[src/rtl/tlp_rx_engine.sv]
// Receive-side decoder: turns single-DW MemRd/MemWr TLPs from the PCIe RX stream into
// write strobes or held read requests for mem_access; all other TLPs are drained.
module tlp_rx_engine (
    input  logic        clk,
    input  logic        rst,
    input  logic [63:0] m_axis_rx_tdata,
    input  logic [7:0]  m_axis_rx_tkeep,
    input  logic        m_axis_rx_tlast,
    input  logic        m_axis_rx_tvalid,
    output logic        m_axis_rx_tready,
    input  logic [21:0] m_axis_rx_tuser,
    output logic [13:0] rd_addr,
    output logic [3:0]  rd_be,
    output logic        wr_en,
    output logic [7:0]  wr_be,
    output logic [13:0] wr_addr,
    output logic [31:0] wr_data,
    input  logic        wr_busy,
    output logic        req_compl,
    input  logic        compl_done,
    output logic [2:0]  req_tc,
    output logic        req_td,
    output logic        req_ep,
    output logic [1:0]  req_attr,
    output logic [9:0]  req_len,
    output logic [15:0] req_rid,
    output logic [7:0]  req_tag,
    output logic [7:0]  req_be,
    output logic [12:0] req_addr
);

    typedef enum logic [3:0] {
        S_IDLE     = 4'd0,
        S_RD32     = 4'd1,
        S_RD64     = 4'd2,
        S_WR32     = 4'd3,
        S_WR64A    = 4'd4,
        S_WR64B    = 4'd5,
        S_WAIT_WR  = 4'd6,
        S_WAIT_CPL = 4'd7,
        S_DISCARD  = 4'd8
    } state_t;

    state_t      r_state;
    state_t      w_next;
    logic        r_tready;
    logic        r_wr_en;
    logic        r_req_compl;
    logic [1:0]  r_region;
    logic [13:0] r_rd_addr;
    logic [3:0]  r_rd_be;
    logic [13:0] r_wr_addr;
    logic [7:0]  r_wr_be;
    logic [31:0] r_wr_data;
    logic [2:0]  r_req_tc;
    logic        r_req_td;
    logic        r_req_ep;
    logic [1:0]  r_req_attr;
    logic [9:0]  r_req_len;
    logic [15:0] r_req_rid;
    logic [7:0]  r_req_tag;
    logic [7:0]  r_req_be;
    logic [12:0] r_req_addr;

    logic        w_beat;
    logic        w_hdr_ok;
    logic [1:0]  w_fmt;
    logic [1:0]  w_region;
    logic [11:0] w_addr_dw;
    logic        w_unused;

    function automatic logic [31:0] swap_bytes(input logic [31:0] d);
        swap_bytes = {d[7:0], d[15:8], d[23:16], d[31:24]};
    endfunction

    function automatic logic ready_in(input state_t s);
        case (s)
            S_WAIT_WR, S_WAIT_CPL: ready_in = 1'b0;
            default:               ready_in = 1'b1;
        endcase
    endfunction

    assign w_beat    = m_axis_rx_tvalid & r_tready;
    assign w_fmt     = m_axis_rx_tdata[30:29];
    assign w_hdr_ok  = (m_axis_rx_tdata[28:24] == 5'b00000) && (m_axis_rx_tdata[9:0] == 10'd1);
    assign w_region  = m_axis_rx_tuser[2] ? 2'b01 : (m_axis_rx_tuser[4] ? 2'b10 : 2'b00);
    // 64-bit address formats carry the low address DW in the upper half of the beat.
    assign w_addr_dw = ((r_state == S_RD64) || (r_state == S_WR64A)) ?
                       m_axis_rx_tdata[45:34] : m_axis_rx_tdata[13:2];
    assign w_unused  = ^{m_axis_rx_tkeep, m_axis_rx_tuser[21:5], m_axis_rx_tuser[3],
                         m_axis_rx_tuser[1:0]};

    // Next-state decode.
    always_comb begin
        w_next = r_state;
        case (r_state)
            S_IDLE: begin
                if (w_beat && !m_axis_rx_tlast) begin
                    if (w_hdr_ok) begin
                        case (w_fmt)
                            2'b00:   w_next = S_RD32;
                            2'b01:   w_next = S_RD64;
                            2'b10:   w_next = S_WR32;
                            default: w_next = S_WR64A;
                        endcase
                    end else begin
                        w_next = S_DISCARD;
                    end
                end else begin
                    w_next = S_IDLE;
                end
            end
            S_RD32, S_RD64: begin
                if (w_beat) w_next = S_WAIT_CPL;
                else        w_next = r_state;
            end
            S_WR32, S_WR64B: begin
                if (w_beat) w_next = S_WAIT_WR;
                else        w_next = r_state;
            end
            S_WR64A: begin
                if (w_beat) w_next = m_axis_rx_tlast ? S_IDLE : S_WR64B;
                else        w_next = S_WR64A;
            end
            S_WAIT_WR: begin
                if (!wr_busy) w_next = S_IDLE;
                else          w_next = S_WAIT_WR;
            end
            S_WAIT_CPL: begin
                if (compl_done) w_next = S_IDLE;
                else            w_next = S_WAIT_CPL;
            end
            S_DISCARD: begin
                if (w_beat && m_axis_rx_tlast) w_next = S_IDLE;
                else                           w_next = S_DISCARD;
            end
            default: w_next = S_IDLE;
        endcase
    end

    // State register; tready/wr_en/req_compl are registered decodes of the next state.
    always_ff @(posedge clk or posedge rst) begin
        if (rst) begin
            r_state     <= S_IDLE;
            r_tready    <= 1'b0;
            r_wr_en     <= 1'b0;
            r_req_compl <= 1'b0;
        end else begin
            r_state     <= w_next;
            r_tready    <= ready_in(w_next);
            r_wr_en     <= (w_next == S_WAIT_WR);
            r_req_compl <= (w_next == S_WAIT_CPL);
        end
    end

    // Header, address and data capture; read-side fields only change when a new request decodes.
    always_ff @(posedge clk or posedge rst) begin
        if (rst) begin
            r_region   <= 2'b00;
            r_rd_addr  <= 14'd0;
            r_rd_be    <= 4'd0;
            r_wr_addr  <= 14'd0;
            r_wr_be    <= 8'd0;
            r_wr_data  <= 32'd0;
            r_req_tc   <= 3'd0;
            r_req_td   <= 1'b0;
            r_req_ep   <= 1'b0;
            r_req_attr <= 2'd0;
            r_req_len  <= 10'd0;
            r_req_rid  <= 16'd0;
            r_req_tag  <= 8'd0;
            r_req_be   <= 8'd0;
            r_req_addr <= 13'd0;
        end else begin
            case (r_state)
                S_IDLE: begin
                    if (w_beat && w_hdr_ok && !m_axis_rx_tlast) begin
                        r_region   <= w_region;
                        r_req_tc   <= m_axis_rx_tdata[22:20];
                        r_req_td   <= m_axis_rx_tdata[15];
                        r_req_ep   <= m_axis_rx_tdata[14];
                        r_req_attr <= m_axis_rx_tdata[13:12];
                        r_req_len  <= m_axis_rx_tdata[9:0];
                        r_req_rid  <= m_axis_rx_tdata[63:48];
                        r_req_tag  <= m_axis_rx_tdata[47:40];
                        r_req_be   <= m_axis_rx_tdata[39:32];
                    end
                end
                S_RD32, S_RD64: begin
                    if (w_beat) begin
                        r_rd_addr  <= {r_region, w_addr_dw};
                        r_rd_be    <= r_req_be[3:0];
                        r_req_addr <= {w_addr_dw[10:0], 2'b00};
                    end
                end
                S_WR32: begin
                    if (w_beat) begin
                        r_wr_addr <= {r_region, w_addr_dw};
                        r_wr_be   <= r_req_be;
                        r_wr_data <= swap_bytes(m_axis_rx_tdata[63:32]);
                    end
                end
                S_WR64A: begin
                    if (w_beat) begin
                        r_wr_addr <= {r_region, w_addr_dw};
                    end
                end
                S_WR64B: begin
                    if (w_beat) begin
                        r_wr_be   <= r_req_be;
                        r_wr_data <= swap_bytes(m_axis_rx_tdata[31:0]);
                    end
                end
                default: begin
                    r_region <= r_region;
                end
            endcase
        end
    end

    assign m_axis_rx_tready = r_tready;
    assign wr_en            = r_wr_en;
    assign req_compl        = r_req_compl;
    assign rd_addr          = r_rd_addr;
    assign rd_be            = r_rd_be;
    assign wr_addr          = r_wr_addr;
    assign wr_be            = r_wr_be;
    assign wr_data          = r_wr_data;
    assign req_tc           = r_req_tc;
    assign req_td           = r_req_td;
    assign req_ep           = r_req_ep;
    assign req_attr         = r_req_attr;
    assign req_len          = r_req_len;
    assign req_rid          = r_req_rid;
    assign req_tag          = r_req_tag;
    assign req_be           = r_req_be;
    assign req_addr         = r_req_addr;

endmodule

[config.mk]
export PLATFORM = sky130hd
export DESIGN_NAME = tlp_rx_engine
export DESIGN_NICKNAME = d
export VERILOG_FILES = /design/src/rtl/tlp_rx_engine.sv
export SDC_FILE = /design/constraint.sdc
export NUM_CORES = 1
export LEC_CHECK = 0
export BUFFER_PORTS_ARGS = -buffer_cell sky130_fd_sc_hd__buf_2
export CORE_MARGIN = 2
export CORE_UTILIZATION = 40
export DETAILED_ROUTE_END_ITERATION = 8
export PLACE_DENSITY_LB_ADDON = 0.15
export REMOVE_ABC_BUFFERS = 1
export SYNTH_ARGS = -nofsm -noshare
export SYNTH_HDL_FRONTEND = slang
export SYNTH_SLANG_ARGS = --single-unit
[constraint.sdc]
create_clock -name clk -period 3.8 [get_ports clk]
set_clock_uncertainty 0.2 [all_clocks]
set_input_delay 0.38 -clock clk [delete_from_list [all_inputs] [get_ports clk]]
set_output_delay 0.38 -clock clk [all_outputs]
set_load 0.01 [all_outputs]
Word level (Yosys, flattened, before mapping)
Cells that the tools add are included.
{"block": "totals", "input_bits": 100, "elab_cells": 73, "regBits": 141, "out_inout_bits": 137}
{"block": "classes", "muxes": 18, "eq_ne": 15, "n_reduce_logical": 20, "bitwise_logic": 1}
{"operator": "$mux W32", "n": 2}
{"operator": "$pmux W32 S2", "n": 1}
{"operator": "$pmux W4 S7", "n": 1}
{"operator": "$eq A4 B3 Y1 const B", "n": 6}
{"operator": "$mux W4", "n": 5}
{"operator": "$mux W12", "n": 1}
{"operator": "$mux W3", "n": 4}
{"operator": "$eq A10 B1 Y1 const B", "n": 1}
{"operator": "$pmux W3 S3", "n": 1}
{"operator": "$eq A4 B2 Y1 const B", "n": 2}
{"operator": "$reduce_and A2 Y1", "n": 4}
{"operator": "$reduce_or A2 Y1", "n": 4}
{"operator": "$logic_and A1 B1 Y1", "n": 5}
{"operator": "$logic_not A5 Y1", "n": 1}
{"operator": "$eq A4 B1 Y1 const B", "n": 1}
{"operator": "$eq A4 B4 Y1 const B", "n": 1}
{"operator": "$logic_not A4 Y1", "n": 1}
{"operator": "$mux W2", "n": 2}
{"operator": "$ne A2 B2 Y1 const B", "n": 2}
{"operator": "$reduce_and A3 Y1", "n": 1}
{"operator": "$eq A2 B1 Y1 const B", "n": 1}
{"operator": "$eq A2 B2 Y1 const B", "n": 1}
{"operator": "$logic_not A2 Y1", "n": 1}
{"operator": "$reduce_bool A2 Y1", "n": 1}
{"operator": "4 further kinds", "n": 4}

Depth between registers and ports, before layout
{"block": "logic_depth", "word_depth": 8, "depth_mapped": 7, "mapped_depth_nobuf": 6}

Worst setup path before layout
No wires, ideal clock.
{"block": "synth_timing", "kind": "reg-to-reg", "from": "register r_state[1]", "to": "register r_region[0]", "path_slack_ns": 1.787, "n_path_buf": 2, "arrival_ns": 1.686, "required_time_ns": 3.473, "stages_incl_launch_ff": 7, "period_less_slack_ns": 2.013, "setup_time_ns": 0.127, "path_cell_list": "dfrtp_1 > buf_6 > nor3_2 > nand2_1 > nor3_4 > buf_6 > mux2_1"}
{"block": "synth_via", "elab_chain_cells": 2}
{"item": "start, declared", "line_no": "44", "source": "state_t r_state;"}
{"item": "start signal, assigned", "line_no": "149", "source": "r_state <= w_next;"}
{"item": "$logic_not A4 Y1", "line_no": "175", "source": "case (r_state)"}
{"item": "$reduce_and A2 Y1 (no source line)"}
{"item": "end signal, assigned", "line_no": "178", "source": "r_region <= w_region;"}
{"item": "end signal, assigned", "line_no": "215", "source": "r_region <= r_region;"}
{"item": "end, declared", "line_no": "49", "source": "logic [1:0] r_region;"}
Every way passes these cells.
A chain may end at the register's enable or synchronous reset.

Worst setup path after layout
{"block": "layout_timing", "from": "register r_state[2]", "to": "register r_wr_data[23] (netlist: wr_data[23])"}
{"block": "layout_via", "elab_chain_cells": 3, "elab_cells_between_ends": 7, "cone_classes": "eq/ne: 4; mux: 1; reduce/logical: 2"}
{"item": "$eq A4 B2 Y1 or $eq A4 B3 Y1 (tied branches)", "line_no": "175"}
{"item": "$ne A2 B2 Y1 (no source line) or $reduce_bool A2 Y1 (tied branches)"}
{"item": "$reduce_and A3 Y1 (no source line)"}
{"item": "end signal, assigned", "line_no": "200", "source": "r_wr_data <= swap_bytes(m_axis_rx_tdata[63:32]);"}
{"item": "end signal, assigned", "line_no": "211", "source": "r_wr_data <= swap_bytes(m_axis_rx_tdata[31:0]);"}
{"item": "end, declared", "line_no": "54", "source": "logic [31:0] r_wr_data;"}
Several ways; a longest one is shown, not always the timed one.

==> qor.yml <==
clock-root-buffer: "clkbuf_16"
drv_slew: 0
crit_end: "wr_data[23]"
htree_levels: 4
yosysWarnings: 0
leakage_uw: 0.00389
io_buffers: 206
r2r_start: "r_state[2]"
fmax_mhz: 379
seqCellArea_mm2: 0.00325
multiInputGateArea_mm2: 0.00207
cp_max_fo: 20
grt_max_degree: 120
rsz0062_at_grt: "false"
syn_to_final_growth_pct: 33.2
die-area_mm2: 0.0150
cts_buffers: 17
clk_latency_ps: 400
cp-end-kind: "flip-flop"
path_delay_family: "simple AND/OR/NAND/NOR gates"
layout_common_cells: "206 x buf_2, 130 x dfrtp_1, 61 x nor2_1, 58 x a21oi_1, 44 x mux2i_1"
min_path_type: "in -> reg"
initial_core_util_pct: 40.7
preCtsSetupSlack_ps: 1190
die_w_um: 122
hpwlAfterDp_um: 9710
r2r_slack_ps: 1160
maxCapViolCount: 0
cts_resized: 0
period_needed_ps: 2640
drt_iter0_drc: 145
num_rows: 43
grt_pass1_vias: 4364
path_buf_inv: 1
synth_cell_types: 44
max_stage_delay_ps: 660
power_uw: 5310
max_slew_margin_pct: 30.6
antenna_found_initial: 0
critical_path_required_ps: 3880
synth_area_leaders: "dfrtp_1 58%, mux2i_1 7.9%, mux2_1 7.4%"
wl_um: 14000
die_h_um: 122
coreArea_mm2: 0.0138
tightest_slew_ps: 1040
status: "complete, no violations"
grt_usage_pct: 19.4
nFillCells: 1268
cts_buffer_depth: 2
async_reset_ff_share_pct: 100
holdWs_ps: 16.3
synth_edf_count: 0
reg2reg_depth: 5
dr.pass1.iters: 4
cp.depth: 5
ys_seq_elements: 130
synth_top_area_share_pct: 58.1
avgSynthCellArea_um2: 12.1
syn_inst: 464
cp_cell_sequence: "nor2b_1 > and3_2 > buf_4 > mux2i_1 > a21oi_1"
avgViaCountPerCell: 4.89
yosysTopAreaCell: "dfrtp_1"
r2r_end: "wr_data[23]"
setup.worst_path.class: "reg -> reg"
gp_congestion: 0.818
slowest_stage: "and3_2"
cp.arrival_ps: 2710
grt_pass1_wl_um: 22100
startpoint: "r_state[2]"
wire_per_inst_um: 16.1
ys_seq_area_share_pct: 58.1
finalSetupViolations: 0
detail_route.drc_violations: 0
finalHoldViolations: 0
cts_sinks: 130
drtAntennaViolNets: 0
layout_commonest_cell: "buf_2"
cts_tree: "yes"
drive_gt1_share_pct: 40.2
power_density_mw_per_mm2: 712
layout.nets: 779
ir_worst_vdd_mv: 0.267
io_pins: 237
period_share_pct: 69.4
dr_total_vias: 4251
fin_ws_ps: 1160
critPathLaunchType: "flip-flop"
synth_area_mm2: 0.00560
clk_pin_slew_ps: 60
n_antenna_cell: 0
grt-ovfl-total: 0
dominantRegCellSynth: "dfrtp_1"
==> cells by family (layout without fill, tap and decap cells) <==
group | count (synthesis) | after routing | synth area share, %
flops | 130 | 130 | 58.1
simple gates | 109 | 109 | 9.43
mux | 100 | 100 | 19.1
compound gates | 71 | 71 | 6.99
buf+inv | 48 | 272 | 5.32
fa+ha+maj | 3 | 3 | 0.670
xor+xnor | 2 | 2 | 0.313
other cells | 1 | 2 | 0.0670
==> layout make-up <==
cell class              count  share of cell area [%]
flip-flops and latches    130                    43.6
well taps                 180                    3.02
multi-input cells         287                    27.7
repair buffers            232                    17.2
clock buffers              20                    6.26
inverters                   8                   0.470
clock inverters            12                    1.74
==> repair_timing <==
action | CTS | global route
setup buffers | 0 | 0
setup endpoints to repair | 0 | 0
endpoints found under the hold margin | 17 | 0
hold buffers | 17 | 0
==> layer usage <==
metal	routed length [µm]	global-route usage (%)	vias up	share of wire [%]
met5	0	0	-	0
met4	226	6.54	0	1.6
met3	882	6.37	17	6.3
met2	6920	31.6	144	49
met1	5950	24.2	2076	43
li1	-	-	2014	-
==> cell usage after synthesis, drive strengths merged, types with 2 or more instances <==
| cell type | instances |
|---|---|
| a21oi | 58 |
| and3 | 2 |
| buf | 33 |
| clkbuf | 7 |
| dfrtp | 130 |
| ha | 3 |
| inv | 8 |
| mux2 | 56 |
| mux2i | 44 |
| nand2 | 8 |
| nand3 | 3 |
| nor2 | 63 |
| nor2b | 14 |
| nor3 | 5 |
| nor4 | 3 |
| o211a | 2 |
| o21ai | 2 |
| or2 | 3 |
| xnor2 | 2 |
==> worst min-delay path by stage <==
| stage | start | endpoint | slack, ps | depth (start not counted) |
|---|---|---|---|---|
| floorplan | r_region[0] | r_region[0] | 270 | 1 |
| global placement | req_len[0] | req_len[0] | 250 | 1 |
| detailed placement | req_len[0] | req_len[0] | 260 | 1 |
| CTS | m_axis_rx_tdata[22] | req_tc[2] | 0.2 | 2 |
| global route | m_axis_rx_tdata[49] | req_rid[1] | 2 | 2 |
| finish | m_axis_rx_tdata[33] | req_be[1] | 20 | 2 |
==> power breakdown <==
part           switching [µW]  internal [µW]
clock network             596           1020
registers                 242           1720
logic                     997            731
==> metrics by stage <==
step                      cells  util [%]  cell area, µm²  TNS, ps
after floorplan             425         -            5340   -32410
after CTS                   869      54.2            7460        0
after detailed placement    820      48.6            6690        0
after global placement      820      48.6            6690        0
final                       869      54.2            7460        0
after global routing        869      54.2            7460        0
==> registers in the layout, summed over array words and instances (netlist names) <==
register          count
req_td                1
r_region              2
req_attr              2
req_len              10
rd_be                 4
req_tag               8
req_rid              16
r_state               4
wr_en                 1
req_ep                1
wr_be                 8
wr_addr              14
m_axis_rx_tready      1
wr_data              32
req_tc                3
req_compl             1
req_be                8
rd_addr              14
==> worst reg2reg max path: cells and delay by family (launching register included) <==
family	cells	cell delay (ps)
AND/OR/NAND/NOR	2	940
flip-flops	1	650
buffers and inverters	1	380
multiplexers	1	250
AO/OA/AOI/OAI	1	90
No activity file was read; power rests on OpenSTA's default activity.
